`src/rtl/wb_bram_arbiter.sv`:
```
// Two-master Wishbone arbiter for a single-port 32-bit block RAM.
// Round-robin grant in IDLE, one-cycle ACCESS to the BRAM, one-cycle RESP with ack/err.
module wb_bram_arbiter #(
    parameter int MEM_AW = 9,
    parameter int DW     = 32
) (
    input  logic              sys_clk,
    input  logic              rst_n,

    input  logic              m0_cyc_i,
    input  logic              m0_stb_i,
    input  logic [31:0]       m0_adr_i,
    input  logic              m0_we_i,
    input  logic [DW-1:0]     m0_dat_i,
    input  logic [DW/8-1:0]   m0_sel_i,
    output logic [DW-1:0]     m0_dat_o,
    output logic              m0_ack_o,
    output logic              m0_err_o,

    input  logic              m1_cyc_i,
    input  logic              m1_stb_i,
    input  logic [31:0]       m1_adr_i,
    input  logic              m1_we_i,
    input  logic [DW-1:0]     m1_dat_i,
    input  logic [DW/8-1:0]   m1_sel_i,
    output logic [DW-1:0]     m1_dat_o,
    output logic              m1_ack_o,
    output logic              m1_err_o,

    output logic              mem_en_o,
    output logic [DW/8-1:0]   mem_we_o,
    output logic [MEM_AW-1:0] mem_addr_o,
    output logic [DW-1:0]     mem_di_o,
    input  logic [DW-1:0]     mem_do_i,

    output logic              grant_o,
    output logic              busy_o
);

    localparam int SW = DW / 8;

    typedef enum logic [1:0] {
        IDLE   = 2'd0,
        ACCESS = 2'd1,
        RESP   = 2'd2
    } state_t;

    state_t            state_q, state_d;
    logic              grant_q, grant_d;
    logic              last_grant_q, last_grant_d;
    logic              err_q, err_d;
    logic              we_q, we_d;
    logic [MEM_AW-1:0] mem_addr_q, mem_addr_d;
    logic [DW-1:0]     mem_di_q, mem_di_d;

    logic              m0_req, m1_req;
    logic              m0_bad, m1_bad;
    logic              winner, win_bad;
    logic              g_cyc, g_we;
    logic [MEM_AW-1:0] g_word;
    logic [DW-1:0]     g_dat;
    logic [SW-1:0]     g_sel;
    logic              in_access, in_resp;
    logic              ack_pend, err_pend;
    logic [DW-1:0]     rd_data;

    assign m0_req = m0_cyc_i & m0_stb_i;
    assign m1_req = m1_cyc_i & m1_stb_i;

    // Word-aligned and inside the RAM, otherwise the transfer ends in err without touching the BRAM
    assign m0_bad = (m0_adr_i[31:MEM_AW+2] != '0) || (m0_adr_i[1:0] != 2'b00);
    assign m1_bad = (m1_adr_i[31:MEM_AW+2] != '0) || (m1_adr_i[1:0] != 2'b00);

    assign winner  = (m0_req & m1_req) ? ~last_grant_q : m1_req;
    assign win_bad = winner ? m1_bad : m0_bad;

    assign g_cyc  = grant_q ? m1_cyc_i : m0_cyc_i;
    assign g_we   = grant_q ? m1_we_i  : m0_we_i;
    assign g_word = grant_q ? m1_adr_i[MEM_AW+1:2] : m0_adr_i[MEM_AW+1:2];
    assign g_dat  = grant_q ? m1_dat_i : m0_dat_i;
    assign g_sel  = grant_q ? m1_sel_i : m0_sel_i;

    always_comb begin
        state_d      = state_q;
        grant_d      = grant_q;
        last_grant_d = last_grant_q;
        err_d        = err_q;
        we_d         = we_q;
        mem_addr_d   = mem_addr_q;
        mem_di_d     = mem_di_q;
        case (state_q)
            IDLE: begin
                if (m0_req | m1_req) begin
                    grant_d      = winner;
                    last_grant_d = winner;
                    err_d        = win_bad;
                    we_d         = winner ? m1_we_i : m0_we_i;
                    state_d      = win_bad ? RESP : ACCESS;
                end
            end
            ACCESS: begin
                if (g_cyc) begin
                    mem_addr_d = g_word;
                    mem_di_d   = g_dat;
                    state_d    = RESP;
                end else begin
                    state_d = IDLE;
                end
            end
            RESP:    state_d = IDLE;
            default: state_d = IDLE;
        endcase
    end

    always_ff @(posedge sys_clk) begin
        if (!rst_n) begin
            state_q      <= IDLE;
            grant_q      <= 1'b0;
            last_grant_q <= 1'b1;
            err_q        <= 1'b0;
            we_q         <= 1'b0;
            mem_addr_q   <= '0;
            mem_di_q     <= '0;
        end else begin
            state_q      <= state_d;
            grant_q      <= grant_d;
            last_grant_q <= last_grant_d;
            err_q        <= err_d;
            we_q         <= we_d;
            mem_addr_q   <= mem_addr_d;
            mem_di_q     <= mem_di_d;
        end
    end

    assign in_access = (state_q == ACCESS);
    assign in_resp   = (state_q == RESP);

    // Dropping cyc during ACCESS suppresses the BRAM operation in that same cycle
    assign mem_en_o   = in_access & g_cyc;
    assign mem_we_o   = in_access ? ({SW{g_we}} & g_sel & {SW{g_cyc}}) : '0;
    assign mem_addr_o = in_access ? g_word : mem_addr_q;
    assign mem_di_o   = in_access ? g_dat  : mem_di_q;

    assign ack_pend = in_resp & g_cyc & ~err_q;
    assign err_pend = in_resp & g_cyc & err_q;
    assign rd_data  = (ack_pend & ~we_q) ? mem_do_i : '0;

    assign m0_ack_o = ack_pend & ~grant_q;
    assign m1_ack_o = ack_pend & grant_q;
    assign m0_err_o = err_pend & ~grant_q;
    assign m1_err_o = err_pend & grant_q;
    assign m0_dat_o = grant_q ? '0 : rd_data;
    assign m1_dat_o = grant_q ? rd_data : '0;

    assign grant_o = grant_q;
    assign busy_o  = (state_q != IDLE);

endmodule

```
`config.mk`:
```
export PLATFORM = sky130hd
export DESIGN_NAME = wb_bram_arbiter
export DESIGN_NICKNAME = d
export VERILOG_FILES = /design/src/rtl/wb_bram_arbiter.sv
export SDC_FILE = /design/constraint.sdc
export NUM_CORES = 1
export LEC_CHECK = 0
export CAP_MARGIN = 40
export CORE_AREA = 2 2 113 115
export CTS_BUF_LIST = sky130_fd_sc_hd__clkbuf_8
export CTS_CLUSTER_DIAMETER = 120
export DETAILED_ROUTE_END_ITERATION = 6
export DIE_AREA = 0 0 115 117
export PLACE_DENSITY = 0.71
export SLEW_MARGIN = 20
export SYNTH_ARGS = -nofsm -noshare
export SYNTH_HDL_FRONTEND = slang
export SYNTH_SLANG_ARGS = --single-unit
```
`constraint.sdc`:
```
create_clock -name sys_clk -period 2.15 [get_ports sys_clk]
set_input_delay 0.43 -clock sys_clk [delete_from_list [all_inputs] [get_ports sys_clk]]
set_output_delay 0.43 -clock sys_clk [all_outputs]
set_load 0.1 [all_outputs]
```
Yosys cells after proc, flatten, opt, wreduce, memory -nomap -nowiden --
Cells that the tools add are included.
Storage, ports and cells: register bits after elaboration 47, input port bits 176, output and inout port bits 116, word-level logic and storage cells 57
Cells by class: equality and inequality tests 3, mux-type cells 18, bitwise logic cells 19, reduce and logical (&&, ||, !) cells 10
Operators with widths (number):
- 32-bit 2-to-1 mux | 5
- 21-bit nonzero test | 2
- 9-bit 2-to-1 mux | 2
- 1-bit bitwise AND | 12
- 4-bit bitwise AND | 2
- 4-bit 2-to-1 mux | 2
- 2-bit 2-to-1 mux | 3
- 2-bit nonzero test | 3
- 1-bit 2-to-1 mux | 5
- 1-bit inverter | 4
- 2-bit one-hot mux with 2 select lines | 1
- 2-bit AND reduction | 2
- 2-bit by 1-bit equality test with 1-bit output (second input constant) | 1
- 2-bit equality test (second input constant) | 1
- 2-bit logical NOT | 1
- 1-bit logical OR | 2
- 2-bit inequality test (second input constant) | 1
- 1-bit bitwise OR | 1

Longest topological paths before layout --
word-level depth 7, gate-level depth with buffers 8, depth with buffers taken out 5

Least setup slack after synthesis --
No wires, ideal clock.
path kind reg-to-output, start point register grant_q (netlist: grant_o), end point output port m0_dat_o[10], arrival time 4075 ps, required time 1720 ps, path slack -2355 ps, stages on the path, launching flop included 7, buffers on the path 2, path through dfxtp_1 -> buf_2 -> nand2b_4 -> nor4b_2 -> and2b_1 -> clkbuf_2 -> and2_1
Between the ends: word-level cells in the longest chain between the ends 6
Ends and longest elaborated chain:
- start: declaration | line 49 | logic grant_q, grant_d;
- start signal: assignment | line 126 | grant_q <= grant_d;
- 1-bit 2-to-1 mux | line 77 | assign g_cyc = grant_q ? m1_cyc_i : m0_cyc_i;
- 1-bit bitwise AND (2 in a row) | line 144 | assign ack_pend = in_resp & g_cyc & ~err_q;
- 1-bit bitwise AND | line 146 | assign rd_data = (ack_pend & ~we_q) ? mem_do_i : '0;
- 32-bit 2-to-1 mux | line 146
- 32-bit 2-to-1 mux (*) | line 152 | assign m0_dat_o = grant_q ? '0 : rd_data;
- end: declaration | line 16 | output logic [DW-1:0] m0_dat_o,
Every way passes the cells marked *; elsewhere a longest branch is shown, timed or not.

Final worst setup path --
start point register grant_q (netlist: grant_o), end point output port m0_dat_o[6]
Same word-level chain as after synthesis.

==> results.tsv <==
metric	value	unit
h-tree-depth	2	
rows	41	
vdd_drop_max	212	µV
die-area	13500	µm²
drc	0	
slew_violations	0	
wl	18.2	mm
status	finished, violations left	
hold_end	mem_addr_q[2]	
grt_pass1_vias	4218	
setup_violations	78	
antenna_left	0	
final_nets	898	
grt_start_max_net_pins	49	
crit_slowest_cell	dfxtp_4	
path_cells	buf_6 -> nor4b_4 -> and2b_2 -> buf_4 -> buf_12 -> and2_4 -> buf_12	
multi_input_area	3210	µm²
synth-seq-cells	47	
hold_path.class	flip-flop to flip-flop	
max_cap_viol_count	0	
use_met1	27.2	%
period_share	109	%
rsz0062_at_grt	true	
place_congestion	0.879	
fill_cells	793	
dp.cells	833	
vias	4382	
dp_hpwl	12.8	mm
grt_pass1_wl	23.6	mm
wl_per_cell	20.8	µm
clock_latency	0.30	ns
grt.total_usage	22.6	%
r2r_cells	9	
place_ws	-0.340	ns
synth-edff-count	0	
io_buffers	291	
overflow	0	
syn-num-nets	587	
max_stage_delay	0.38	ns
cts-root-buf	clkbuf_8	
antenna_found_initial	1	
seqCellArea	950	µm²
yosys_warnings	0	
fmax	427	MHz
power.density	261	nW/µm²
endpoint_kind	primary output	
cp.required	1.72	ns
setup_slack	-0.191	ns
cpMostUsedCell	buf_12	
violations	negative setup slack	
start_util	26.8	%
via_per_inst	5.01	
hold_viol_final	0	
cp-start-kind	flip-flop	
synth.distinct_cells	35	
min_from	mem_addr_q[2]	
dpl_cell_area	8200	µm²
r2r-start	grant_o	
synth_cells	411	
period_minus_slack	2.34	ns
rrSetupSlack	0.30	ns
finClkSkew	0.0156	ns
drt-initial-drc-count	186	
hold_buffers	0	
final_common_cell	clkdlybuf4s50_1	
syn_area	3300	µm²
grtUsageMet3	4.94	%
relSlewSlack	56.6	%
gr-max-usage-layer	met2	
clockBufferDepth	2	
io_pins	292	
cts_tree	done	
critical_path_class	flip-flop to primary output	
final_cells	875	
grt_use_met2	41.1	%
die_w	115	µm
ys_seq_area_share	28.5	%
path_clk_slew	0.10	ns
dieHeight	117	µm
final_cell_mix	clkdlybuf4s50_1, buf_12, and2_4, nand2_1	
clkSinkCount	47	
syn_to_final_growth	182	%
cellLeakagePower	3.31	nW
crit_arrival	1.91	ns
synth-main-ff-cell	dfxtp_1	
drt_pass1_iterations	4	
core-area	12300	µm²
syn_area_per_cell	8.02	µm²
drive_above_1_share	51.5	%
tritoncts.num_buffers	5	
crit_fanout	16	
reg2reg_to	mem_di_q[26]	
final_area	9290	µm²
worst_pin_slew	0.652	ns
synthArstFlopShare	0	%
holdPathStages	2	
crit_start	grant_o	
[where the power goes]
| part | leakage, nW | switching (mW) | internal, mW |
|---|---|---|---|
| registers | 0.381 | 0.00843 | 0.876 |
| clock network | 0.0526 | 0.317 | 0.260 |
| logic | 2.87 | 0.433 | 0.533 |
| total | 3.31 | 0.758 | 1.67 |
[registers in the layout, indices dropped and copies added, names as in the netlist]
signal and flops:
state_q 2, last_grant_q 1, we_q 1, mem_addr_q 9, err_q 1, grant_o 1, mem_di_q 32
[worst max-delay path: cells and delay by family, from the launching register on]
kind,cells,cell delay [ns]
and+or+nand+nor,3,0.68
buffers and inverters,4,0.54
DFF,1,0.38
[kinds of logic after synthesis]
| family | synth area share, % |
|---|---|
| multiplexers | 12.8 |
| AND/OR/NAND/NOR | 29.1 |
| buffers and inverters | 5.96 |
| flip-flops | 28.5 |
| AO/OA/AOI/OAI | 23.6 |
[synthesized netlist by cell type (3+ instances only)]
library cell  instances  area share [%]
a211oi_1             12             2.7
a211oi_2             30              11
a32oi_1               4             1.1
and2_1               65              12
buf_2                 7             1.1
buf_4                 4            0.91
buf_6                 4             1.4
clkbuf_1             17             1.9
clkbuf_2              3            0.46
dfxtp_1              47              29
mux2i_1              42              13
nand2_1              46             5.2
nor2_1               49             5.6
nor2b_1               3            0.57
nor3_1                3            0.46
nor4_1                8             1.5
o21ai_0              43             6.5
[what timing repair did]
item,in CTS,in global routing
setup endpoints to repair,86,106
buffers inserted,8,12
pin swaps,9,8
cloned,4,8
gates resized for setup,68,63
endpoints found under the hold margin,0,0
[area by class of cell]
cell class	instances	share of cell area [%]
sequential	47	10.2
inverter	2	0.135
antenna	2	0.0539
clock buffer	6	0.889
multi-input combinational	327	34.6
tap	150	2.02
timing repair buffer	339	51.9
clock inverter	2	0.135
[per-layer routing]
metal / vias to the layer above / wire length [µm]
met5: - / 0
met4: 0 / 384
met3: 22 / 1230
met2: 186 / 9810
met1: 2095 / 6760
li1: 2079 / -
[how the worst max path moves through the flow]
| stage | end | slack (ns) | depth (start not counted) |
|---|---|---|---|
| 6_report | m0_dat_o[6] | -0.19 | 7 |
| 5_1_grt | m0_dat_o[6] | -0.25 | 7 |
| 4_1_cts | m0_dat_o[5] | -0.11 | 7 |
| 3_5_place_dp | m0_dat_o[0] | -0.34 | 7 |
| 3_3_place_gp | m0_dat_o[0] | -0.29 | 7 |
| 2_1_floorplan | m0_dat_o[10] | -0.96 | 6 |
[through the flow]
stage | power [mW] | hold WS [ns] | utilization (%) | TNS, ns
floorplan | 1.23 | 0.467 | - | -46.54
global placement | 1.68 | 0.487 | 66.6 | -16.72
detailed placement | 1.69 | 0.492 | 66.6 | -19.47
CTS | 2.32 | 0.504 | 70.2 | -5.54
global route | 2.52 | 0.519 | 75.4 | -14.27
finish | 2.43 | 0.504 | 75.5 | -10.12
Power figures use the tool's default switching activity.
